## src/rtl/physics_scheduler_if.sv

```systemverilog
// -----------------------------------------------------------------------------
// physics_scheduler_if
// Control bundle between the host/engine side and the physics scheduler.
//
//   data_ready    host -> sched  level, host has valid initial state (load)
//   step_hold     host -> sched  level, suppress frame commits (pause)
//   sprite_index  sched -> eng   sprite currently driving the shared calc
//   capture       sched -> eng   1-cycle pulse, calc result -> shadow[index]
//   commit        sched -> eng   1-cycle pulse, shadow -> live registers
//   load          sched -> eng   1-cycle pulse, init values -> live registers
//   busy          sched -> host  high while sprites are being calculated
//   overrun       sched -> host  sticky, a frame ended mid-calculation
//   frame_count   sched -> host  commits since the last load, wraps
//
// master: the host / engine side.  slave: the scheduler.
// -----------------------------------------------------------------------------
interface physics_scheduler_if #(
  parameter int IDX_W = 4
);
  logic             data_ready;
  logic             step_hold;
  logic [IDX_W-1:0] sprite_index;
  logic             capture;
  logic             commit;
  logic             load;
  logic             busy;
  logic             overrun;
  logic [15:0]      frame_count;

  modport master (
    output data_ready,
    output step_hold,
    input  sprite_index,
    input  capture,
    input  commit,
    input  load,
    input  busy,
    input  overrun,
    input  frame_count
  );

  modport slave (
    input  data_ready,
    input  step_hold,
    output sprite_index,
    output capture,
    output commit,
    output load,
    output busy,
    output overrun,
    output frame_count
  );
endinterface

```

## src/rtl/physics_scheduler.sv

```systemverilog
// -----------------------------------------------------------------------------
// physics_scheduler
// Time-multiplexed sequencer for the shared per-sprite gravity datapath.
// Each sprite index is held for SETTLE cycles so the multicycle calc can
// resolve, then a capture pulse writes the result into the shadow buffer.
// At every frame boundary the shadow buffer is committed to the live
// registers, provided all sprites were captured and commits are not held.
//
// Ports:
//   clk_162  system clock
//   rst_l    asynchronous active-low reset
//   bus      physics_scheduler_if.slave (see interface file for signals)
//
// Parameters:
//   SPRITES       sprites serviced per frame
//   SETTLE        cycles each sprite index is held before capture
//   FRAME         cycles per physics frame
//   IDX_W         width of sprite_index
//   CHECK_BUDGET  when set, refuse to elaborate if the per-frame calc work
//                 cannot fit in a frame (clear only for overrun experiments)
//
// States:
//   state   | meaning
//   --------+-------------------------------------------------------------
//   IDLE    | waiting for the host to present initial state
//   LOAD    | one cycle, init values -> live registers, counters cleared
//   CALC    | stepping sprite_index, capture at the end of each settle window
//   WAIT    | all sprites captured, waiting for the frame boundary
// -----------------------------------------------------------------------------
module physics_scheduler #(
  parameter int SPRITES      = 9,
  parameter int SETTLE       = 32768,
  parameter int FRAME        = 2700000,
  parameter int IDX_W        = (SPRITES > 1) ? $clog2(SPRITES) : 1,
  parameter bit CHECK_BUDGET = 1'b1
) (
  input logic                clk_162,
  input logic                rst_l,
  physics_scheduler_if.slave bus
);

  localparam int SET_W = (SETTLE > 1) ? $clog2(SETTLE) : 1;
  localparam int FRM_W = (FRAME > 1) ? $clog2(FRAME) : 1;

  localparam logic [SET_W-1:0] SETTLE_LAST = SET_W'(SETTLE - 1);
  localparam logic [FRM_W-1:0] FRAME_LAST  = FRM_W'(FRAME - 1);
  localparam logic [IDX_W-1:0] SPRITE_LAST = IDX_W'(SPRITES - 1);

  // If the whole sprite sweep does not fit inside a frame, every frame overruns.
  if (CHECK_BUDGET && (SPRITES * SETTLE >= FRAME)) begin : g_budget_check
    $error("physics_scheduler: SPRITES*SETTLE must be less than FRAME");
  end

  typedef enum logic [1:0] {
    ST_IDLE,
    ST_LOAD,
    ST_CALC,
    ST_WAIT
  } state_t;

  state_t             state;
  state_t             state_nxt;

  logic [SET_W-1:0]   settle_cnt;
  logic [SET_W-1:0]   settle_nxt;
  logic [FRM_W-1:0]   frame_cnt;
  logic [FRM_W-1:0]   frame_nxt;
  logic [IDX_W-1:0]   sprite_idx;
  logic [IDX_W-1:0]   sprite_idx_nxt;
  logic [15:0]        commit_cnt;
  logic [15:0]        commit_cnt_nxt;
  logic               overrun_flag;
  logic               overrun_nxt;

  logic               load_pulse;
  logic               capture_pulse;
  logic               commit_pulse;
  logic               calc_active;

  logic               frame_end;
  logic               settle_done;
  logic               last_sprite;
  logic [FRM_W-1:0]   frame_adv;
  logic               restart;
  logic               enter_load;

  assign frame_end   = (frame_cnt == FRAME_LAST);
  assign settle_done = (settle_cnt == SETTLE_LAST);
  assign last_sprite = (sprite_idx == SPRITE_LAST);
  assign frame_adv   = frame_end ? '0 : frame_cnt + FRM_W'(1);

  always_ff @(posedge clk_162 or negedge rst_l) begin
    if (!rst_l) begin
      state <= ST_IDLE;
    end else begin
      state <= state_nxt;
    end
  end

  always_comb begin
    state_nxt      = state;
    settle_nxt     = settle_cnt;
    frame_nxt      = frame_cnt;
    sprite_idx_nxt = sprite_idx;
    commit_cnt_nxt = commit_cnt;
    overrun_nxt    = overrun_flag;
    load_pulse     = 1'b0;
    capture_pulse  = 1'b0;
    commit_pulse   = 1'b0;
    calc_active    = 1'b0;
    restart        = 1'b0;
    enter_load     = 1'b0;

    case (state)
      ST_IDLE: begin
        if (bus.data_ready) begin
          enter_load = 1'b1;
        end
      end

      ST_LOAD: begin
        // The LOAD cycle is cycle 0 of the first frame, so the frame counter
        // already advances here and the first frame end lands FRAME-1 later.
        load_pulse = 1'b1;
        frame_nxt  = frame_adv;
        state_nxt  = ST_CALC;
      end

      ST_CALC: begin
        calc_active   = 1'b1;
        // A capture on the settle boundary is kept even when a load or a
        // frame end takes over the state transition in the same cycle.
        capture_pulse = settle_done;
        frame_nxt     = frame_adv;
        if (bus.data_ready) begin
          enter_load = 1'b1;
        end else if (frame_end) begin
          overrun_nxt = 1'b1;
          restart     = 1'b1;
        end else if (settle_done) begin
          settle_nxt = '0;
          if (last_sprite) begin
            sprite_idx_nxt = '0;
            state_nxt      = ST_WAIT;
          end else begin
            sprite_idx_nxt = sprite_idx + IDX_W'(1);
          end
        end else begin
          settle_nxt = settle_cnt + SET_W'(1);
        end
      end

      ST_WAIT: begin
        frame_nxt = frame_adv;
        if (bus.data_ready) begin
          enter_load = 1'b1;
        end else if (frame_end) begin
          if (!bus.step_hold) begin
            commit_pulse   = 1'b1;
            commit_cnt_nxt = commit_cnt + 16'd1;
          end
          restart = 1'b1;
        end
      end

      default: begin
        state_nxt = ST_IDLE;
      end
    endcase

    if (restart) begin
      state_nxt      = ST_CALC;
      sprite_idx_nxt = '0;
      settle_nxt     = '0;
    end

    if (enter_load) begin
      state_nxt      = ST_LOAD;
      frame_nxt      = '0;
      settle_nxt     = '0;
      sprite_idx_nxt = '0;
      commit_cnt_nxt = '0;
      overrun_nxt    = 1'b0;
    end
  end

  always_ff @(posedge clk_162 or negedge rst_l) begin
    if (!rst_l) begin
      settle_cnt   <= '0;
      frame_cnt    <= '0;
      sprite_idx   <= '0;
      commit_cnt   <= '0;
      overrun_flag <= 1'b0;
    end else begin
      settle_cnt   <= settle_nxt;
      frame_cnt    <= frame_nxt;
      sprite_idx   <= sprite_idx_nxt;
      commit_cnt   <= commit_cnt_nxt;
      overrun_flag <= overrun_nxt;
    end
  end

  assign bus.sprite_index = sprite_idx;
  assign bus.capture      = capture_pulse;
  assign bus.commit       = commit_pulse;
  assign bus.load         = load_pulse;
  assign bus.busy         = calc_active;
  assign bus.overrun      = overrun_flag;
  assign bus.frame_count  = commit_cnt;

  // Commit only happens in WAIT and capture only in CALC.
  a_capture_commit_exclusive : assert property (
    @(posedge clk_162) disable iff (!rst_l) !(capture_pulse && commit_pulse)
  );

  // LOAD always hands over to CALC, so a held data_ready cannot stretch load.
  a_load_single : assert property (
    @(posedge clk_162) disable iff (!rst_l) load_pulse |=> !load_pulse
  );

  a_index_bound : assert property (
    @(posedge clk_162) disable iff (!rst_l) sprite_idx <= SPRITE_LAST
  );

endmodule
```

## src/flat_wrapper.sv

```systemverilog
// flat-port wrapper written by rule: the top's interface ports become plain ports
module physics_scheduler_flat 
#(
  parameter int SPRITES      = 9,
  parameter int SETTLE       = 32768,
  parameter int FRAME        = 2700000,
  parameter int IDX_W        = (SPRITES > 1) ? $clog2(SPRITES) : 1,
  parameter bit CHECK_BUDGET = 1'b1
)
  (clk_162, rst_l, bus_data_ready, bus_step_hold, bus_sprite_index, bus_capture, bus_commit, bus_load, bus_busy, bus_overrun, bus_frame_count);
  physics_scheduler_if #(.IDX_W(IDX_W)) bus_i ();
  input logic clk_162;
  input logic rst_l;
  input wire logic [$bits(bus_i.data_ready)-1:0] bus_data_ready;
  input wire logic [$bits(bus_i.step_hold)-1:0] bus_step_hold;
  output wire logic [$bits(bus_i.sprite_index)-1:0] bus_sprite_index;
  output wire logic [$bits(bus_i.capture)-1:0] bus_capture;
  output wire logic [$bits(bus_i.commit)-1:0] bus_commit;
  output wire logic [$bits(bus_i.load)-1:0] bus_load;
  output wire logic [$bits(bus_i.busy)-1:0] bus_busy;
  output wire logic [$bits(bus_i.overrun)-1:0] bus_overrun;
  output wire logic [$bits(bus_i.frame_count)-1:0] bus_frame_count;
  assign bus_i.data_ready = bus_data_ready;
  assign bus_i.step_hold = bus_step_hold;
  assign bus_sprite_index = bus_i.sprite_index;
  assign bus_capture = bus_i.capture;
  assign bus_commit = bus_i.commit;
  assign bus_load = bus_i.load;
  assign bus_busy = bus_i.busy;
  assign bus_overrun = bus_i.overrun;
  assign bus_frame_count = bus_i.frame_count;
  physics_scheduler #(.SPRITES(SPRITES), .SETTLE(SETTLE), .FRAME(FRAME), .IDX_W(IDX_W), .CHECK_BUDGET(CHECK_BUDGET)) u_core (.clk_162(clk_162), .rst_l(rst_l), .bus(bus_i));
endmodule
```

## config.mk

```make
export PLATFORM = sky130hd
export DESIGN_NAME = physics_scheduler_flat
export DESIGN_NICKNAME = d
export VERILOG_FILES = /design/src/rtl/physics_scheduler_if.sv /design/src/rtl/physics_scheduler.sv /design/src/flat_wrapper.sv
export SDC_FILE = /design/constraint.sdc
export NUM_CORES = 1
export LEC_CHECK = 0
export ABC_AREA = 1
export ABC_CLOCK_PERIOD_IN_PS = 3640
export CAP_MARGIN = 20
export CORE_MARGIN = 2
export CORE_UTILIZATION = 31
export CTS_CLUSTER_SIZE = 16
export DETAILED_ROUTE_END_ITERATION = 6
export DONT_BUFFER_PORTS = 1
export PLACE_DENSITY = 0.56
export SYNTH_ARGS = -nofsm -noshare
export SYNTH_HDL_FRONTEND = slang
export SYNTH_SLANG_ARGS = --single-unit
```

## constraint.sdc

```tcl
create_clock -name clk_162 -period 3.64 [get_ports clk_162]
set_clock_uncertainty 0.2 [all_clocks]
set_input_delay 0.91 -clock clk_162 [delete_from_list [all_inputs] [get_ports clk_162]]
set_output_delay 0.91 -clock clk_162 [all_outputs]
set_load 0.005 [all_outputs]
```

==> impl_metrics.env, run 1 <==
export IMPL_yosysWarningCount=0
export IMPL_synthAdderAreaFrac_pct=2.84
export IMPL_avgSynthCellArea_um2=7.35
export IMPL_max_slew_margin_rel_pct=58.4
export IMPL_comb_power_share_pct=27.6
export IMPL_root_buffer="clkbuf_16"
export IMPL_clkPwrFrac_pct=35.8
export IMPL_synth_top_family_by_area="simple AND/OR/NAND/NOR gates"
export IMPL_io_pins=29
export IMPL_drc=0
export IMPL_vias=3540
export IMPL_numCtsBuffers=9
export IMPL_status="complete, no violations"
export IMPL_syn_num_nets=553
export IMPL_grt_total_usage_pct=15.6
export IMPL_final_common_cell="nand2_1"
export IMPL_max_freq_mhz=331
export IMPL_die_x_um=117
export IMPL_postCtsSetupBuffers=0
export IMPL_ys_types=39
export IMPL_crit_slowest_cell="dfrtp_1"
export IMPL_end_kind="output port"
export IMPL_drt_iter0_drc=331
export IMPL_maxSlewViolCount=0
export IMPL_drive_gt1_share_pct=10.2
export IMPL_grt_pass1_wl_um=16800
export IMPL_clk_latency_ps=330
export IMPL_setup_viol=0
export IMPL_r2r_end="u_core.frame_cnt[8]"
export IMPL_reg2reg_depth=10
export IMPL_cts_resized=0
export IMPL_synth_top_area_cell="dfrtp_1"
export IMPL_async_reset_ff_share_pct=100
export IMPL_synthMuxAreaShare_pct=0
export IMPL_p_sw_share_pct=36.7
export IMPL_numClockSinks=60
export IMPL_required_ps=2530
export IMPL_grt_max_degree=61
export IMPL_final_setup_worst_slack_ps=622
export IMPL_rsz0062_at_grt="no"
export IMPL_die_h_um=117
export IMPL_synth_edf_count=0
export IMPL_post_route_util_pct=35.2
export IMPL_diodes=0
export IMPL_synth_simple_area_share_pct=38.3
export IMPL_finalNonFillerCells=720
export IMPL_p_int_mw=1.48
export IMPL_syn_inst=540
export IMPL_first_pass_iters=5
export IMPL_via_per_inst=4.92
export IMPL_critPathBufInv=0
export IMPL_numPortBuffers=0
export IMPL_area_delta_synth_final_pct=11.5
export IMPL_dp_hpwl_um=7170
export IMPL_p_seq_share_pct=36.7
export IMPL_crit_chain="ha_1 -> nand3_2 -> nor4_1 -> nand2_1 -> nor3b_1"
export IMPL_synthesis_area_um2=3970
export IMPL_grt_pass1_vias=3472
export IMPL_min_period_over_period_pct=82.9
export IMPL_finalSetupTns_ps=0
export IMPL_dieArea_um2=13700
export IMPL_overflow=0
export IMPL_ir_drop_mv=0.271
export IMPL_crit_path_max_incr_delay_ps=390
export IMPL_setup_worst_path_start_class="flip-flop"
export IMPL_worstPathMaxFanout=5
export IMPL_htree_levels=3
export IMPL_synth_xor_area_share_pct=4.41
export IMPL_min_path_type="input port to async pin"
export IMPL_start_util_pct=31.6
export IMPL_clk_pin_slew_ps=50
export IMPL_ys_seq_elements=60
export IMPL_pwr_density_cell_nw_per_um2=526
export IMPL_max_cap_violations=0
export IMPL_max_clock_path_buffers=2
export IMPL_synth_yosys_seq_area_share_pct=37.8
export IMPL_synthFlopType="dfrtp_1"
export IMPL_synth_compound_area_share_pct=8.16
export IMPL_hold_buffers=0
export IMPL_r2r_slack_ps=1190
export IMPL_tritoncts="yes"
export IMPL_arrival_ps=1910
export IMPL_wire_per_inst_um=13.7
export IMPL_gp_congestion=0.868
export IMPL_layout_common_cells="119 x nand2_1, 66 x nor2_1, 64 x inv_1, 60 x dfrtp_1, 46 x nand3_1"
export IMPL_synthTopCellsByArea="dfrtp_1 38%, nand2_1 11%, nor2_1 6.2%"
export IMPL_place_inst=705
export IMPL_wl_um=9900
export IMPL_p_switching_mw=0.855
export IMPL_worstMarginPinSlew_ps=617
export IMPL_post_place_ws_ps=948
export IMPL_r2r_start="u_core.state[1]"
export IMPL_period_needed_ps=3020
export IMPL_crit_family="simple AND/OR/NAND/NOR gates"
export IMPL_ant_nets=0
export IMPL_rows=41
export IMPL_nets=557
export IMPL_leakage_nw=1.94
export IMPL_core_um2=12600
export IMPL_synth_top_area_share_pct=37.8
export IMPL_antenna_found_initial=0
export IMPL_path_class="flip-flop to output port"
export IMPL_final_hold_viol_count=0
-- logic make-up after synthesis --
family,count (synthesis)
buffers and inverters,82
AND/OR/NAND/NOR,316
flip-flops,60
XOR/XNOR,20
adder cells (fa/ha/maj),9
AO/OA/AOI/OAI,53
-- state kept, by name, indices dropped and copies added (netlist names) --
| register | cells |
|---|---|
| u_core.bus.overrun | 1 |
| u_core.bus.frame_count | 16 |
| u_core.state | 2 |
| u_core.frame_cnt | 22 |
| u_core.settle_cnt | 15 |
| u_core.bus.sprite_index | 4 |
-- metal layers --
layer	up-vias	share of wire [%]	global-route usage, %
li1	1773	-	-
met1	1656	47	20.9
met2	102	44	23.7
met3	9	7.6	4.48
met4	0	1.3	5.96
met5	-	0	0
-- worst reg2reg max path: cells and delay by family, from the launching register on --
kind / cells / cell delay (ps)
AND/OR/NAND/NOR: 4 / 680
buffers and inverters: 3 / 560
flip-flops: 1 / 450
adder cells (fa/ha/maj): 1 / 260
AO/OA/AOI/OAI: 2 / 190
-- Yosys cell counts, types with 2 or more instances --
cell type	number
o31ai_1	3
nor2_2	7
buf_2	2
clkbuf_1	4
o21ai_0	21
nor2_4	4
nand2_1	119
nor2_1	66
nand2_4	3
o21a_1	3
inv_1	64
a21oi_1	12
nand2_2	5
nor3_1	19
xnor2_1	3
nand4_1	32
o21bai_1	2
xor2_1	17
o21ai_2	5
nand3_2	6
inv_2	6
nand3_1	46
nor4_1	3
buf_6	3
ha_1	9
dfrtp_1	60
nor3b_1	2
o21ai_1	3
-- metrics by stage --
step                      hold slack, ps  power (mW)  instance area [um2]
after CTS                           61.7        2.36                 4430
after floorplan                      286        1.35                 3970
final                               71.3        2.33                 4430
after global routing                55.4        2.49                 4430
after detailed placement             331        1.51                 4140
after global placement               320        1.49                 4140
-- cell type report --
class                           count  area [um2]
Clock inverter                      2        35.0
Sequential cell                    60        1500
Fill cell                        1312        8140
Multi-Input combinational cell    398        2130
Tap cell                          172         215
Inverter                           72         272
Clock buffer                       13         250
Timing Repair Buffer                3        22.5
-- power groups by stage --
stage | clock, mW | combinational, mW | sequential (mW)
final | 0.833 | 0.642 | 0.854
after CTS | 0.856 | 0.647 | 0.854
after detailed placement | 0 | 0.643 | 0.864
after floorplan | 0 | 0.520 | 0.831
after global placement | 0 | 0.628 | 0.860
after global routing | 0.885 | 0.734 | 0.869
-- worst max-delay path by stage --
stage,start,cells after the start,endpoint,slack [ps]
detailed placement,u_core.frame_cnt[0],5,bus_commit,950
global route,u_core.frame_cnt[0],5,bus_commit,470
finish,u_core.frame_cnt[0],5,bus_commit,620
floorplan,bus_data_ready,3,bus_commit,1200
global placement,bus_data_ready,3,bus_commit,1020
CTS,u_core.frame_cnt[0],5,bus_commit,580
Note: power is estimated with default switching activity, not from simulation.
==> inputs of run 2 (changes only) <==
Settings changed: ABC_CLOCK_PERIOD_IN_PS 3640 to 2970.
Clock period 3.64 ns to 2.97 ns, I/O delays scaled along.
==> impl_metrics.env, run 2 (synthesis gave the netlist of run 1 again) <==
export IMPL_status="complete, no violations"
export IMPL_worstPathMaxFanout=5
export IMPL_clk_pin_slew_ps=60
export IMPL_antenna_found_initial=0
export IMPL_maxSlewViolCount=0
export IMPL_setup_worst_path_start_class="flip-flop"
export IMPL_cts_resized=0
export IMPL_max_cap_violations=0
export IMPL_numClockSinks=60
export IMPL_layout_common_cells="119 x nand2_1, 66 x nor2_1, 64 x inv_1, 60 x dfrtp_1, 46 x nand3_1"
export IMPL_via_per_inst=4.97
export IMPL_min_period_over_period_pct=94.6
export IMPL_rsz0062_at_grt="no"
export IMPL_worstMarginPinSlew_ps=558
export IMPL_die_h_um=117
export IMPL_grt_max_degree=61
export IMPL_post_place_ws_ps=456
export IMPL_core_um2=12600
export IMPL_root_buffer="clkbuf_16"
export IMPL_drt_iter0_drc=400
export IMPL_max_clock_path_buffers=2
export IMPL_dieArea_um2=13700
export IMPL_end_kind="output port"
export IMPL_rows=41
export IMPL_pwr_density_cell_nw_per_um2=639
export IMPL_final_setup_worst_slack_ps=161
export IMPL_first_pass_iters=4
export IMPL_final_common_cell="nand2_1"
export IMPL_required_ps=2030
export IMPL_leakage_nw=1.96
export IMPL_max_slew_margin_rel_pct=62.7
export IMPL_numPortBuffers=0
export IMPL_total_power_mw=2.85
export IMPL_whs_ps=75.5
export IMPL_largest_reg_flops=22
export IMPL_grt_pass1_vias=3387
export IMPL_io_pins=29
export IMPL_die_x_um=117
export IMPL_final_hold_viol_count=0
export IMPL_wire_per_inst_um=14.0
export IMPL_numCtsBuffers=9
export IMPL_period_needed_ps=2810
export IMPL_regMostFlops="u_core.frame_cnt"
export IMPL_area_delta_synth_final_pct=12.2
export IMPL_drc=0
export IMPL_ant_nets=0
export IMPL_ir_drop_mv=0.353
export IMPL_arrival_ps=1870
export IMPL_path_class="flip-flop to output port"
export IMPL_vias=3584
export IMPL_htree_levels=3
export IMPL_wl_um=10100
export IMPL_gp_congestion=0.859
export IMPL_finalSetupTns_ps=0
export IMPL_nets=559
export IMPL_overflow=0
export IMPL_post_route_util_pct=35.4
export IMPL_setup_viol=0
export IMPL_grt_total_usage_pct=15.9
export IMPL_clk_latency_ps=330
export IMPL_tritoncts="yes"
export IMPL_dp_hpwl_um=7340
export IMPL_start_util_pct=31.6
export IMPL_min_path_type="input port to async pin"
export IMPL_diodes=0
export IMPL_grt_pass1_wl_um=16900
export IMPL_max_freq_mhz=356
export IMPL_drive_gt1_share_pct=10.9
-- run 2: cell types whose count changed in the layout (fill, tap and decap cells not counted) --
| cell | change |
|---|---|
| clkinv_2 | +1 |
| clkbuf_8 | +2 |
| bufinv_16 | -1 |
| clkbuf_1 | -3 |
| buf_4 | +1 |
| buf_16 | +1 |
-- run 2: metrics by stage --
| step | instance area [um2] | cells |
|---|---|---|
| after floorplan | 3970 | 540 |
| after global placement | 4150 | 706 |
| after detailed placement | 4150 | 706 |
| after CTS | 4450 | 721 |
| after global routing | 4450 | 721 |
| final | 4450 | 721 |
-- run 2: metal layers --
metal / global-route usage [%] / share of wire [%] / vias up
li1: - / - / 1776
met1: 22.3 / 48 / 1713
met2: 23.6 / 44 / 83
met3: 3.09 / 6.5 / 12
met4: 6.98 / 1.6 / 0
met5: 0 / 0 / -
-- run 2: timing repair --
action                                 4_1_cts  5_1_grt
setup buffers                                0        0
hold buffers                                 1        0
endpoints found under the hold margin       60        0
-- run 2: layout make-up --
cell class / instances / area (um2)
Sequential cell: 60 / 1500
Timing Repair Buffer: 5 / 57.6
Inverter: 72 / 272
Tap cell: 172 / 215
Fill cell: 1331 / 8110
Clock inverter: 2 / 10.0
Multi-Input combinational cell: 398 / 2130
Clock buffer: 12 / 267
-- run 2: report_power, final --
group          internal [mW]  total, mW  switching, mW
Clock                  0.620      0.979          0.360
Sequential             0.915       1.05          0.131
Combinational          0.236      0.821          0.585
Total                   1.77       2.85           1.08
-- run 2: final timing paths --
path / cells past startpoint / slack, ps / endpoint / start
max: 5 / 160 / bus_commit / u_core.frame_cnt[0]
min: 1 / 80 / u_core.bus.frame_count[6] / rst_l
min in group clk_162: 1 / 340 / u_core.frame_cnt[0] / u_core.frame_cnt[0]
max reg2reg: 10 / 510 / u_core.settle_cnt[10] / u_core.state[0]
min reg2reg: 1 / 340 / u_core.frame_cnt[0] / u_core.frame_cnt[0]
max in group asynchronous: 1 / 2210 / u_core.settle_cnt[1] / rst_l
-- run 2: critical path, cell delays in order, from the launching register on --
cell and delay, ps:
dfrtp_1 380, ha_1 260, nand3_2 170, nor4_1 300, nand2_1 80, nor3b_1 360
==> inputs of run 3 (changes only) <==
Settings changed: TNS_END_PERCENT set to 30.
==> results of run 3 <==
Final layout, timing and power as in run 2 (identical DEF).
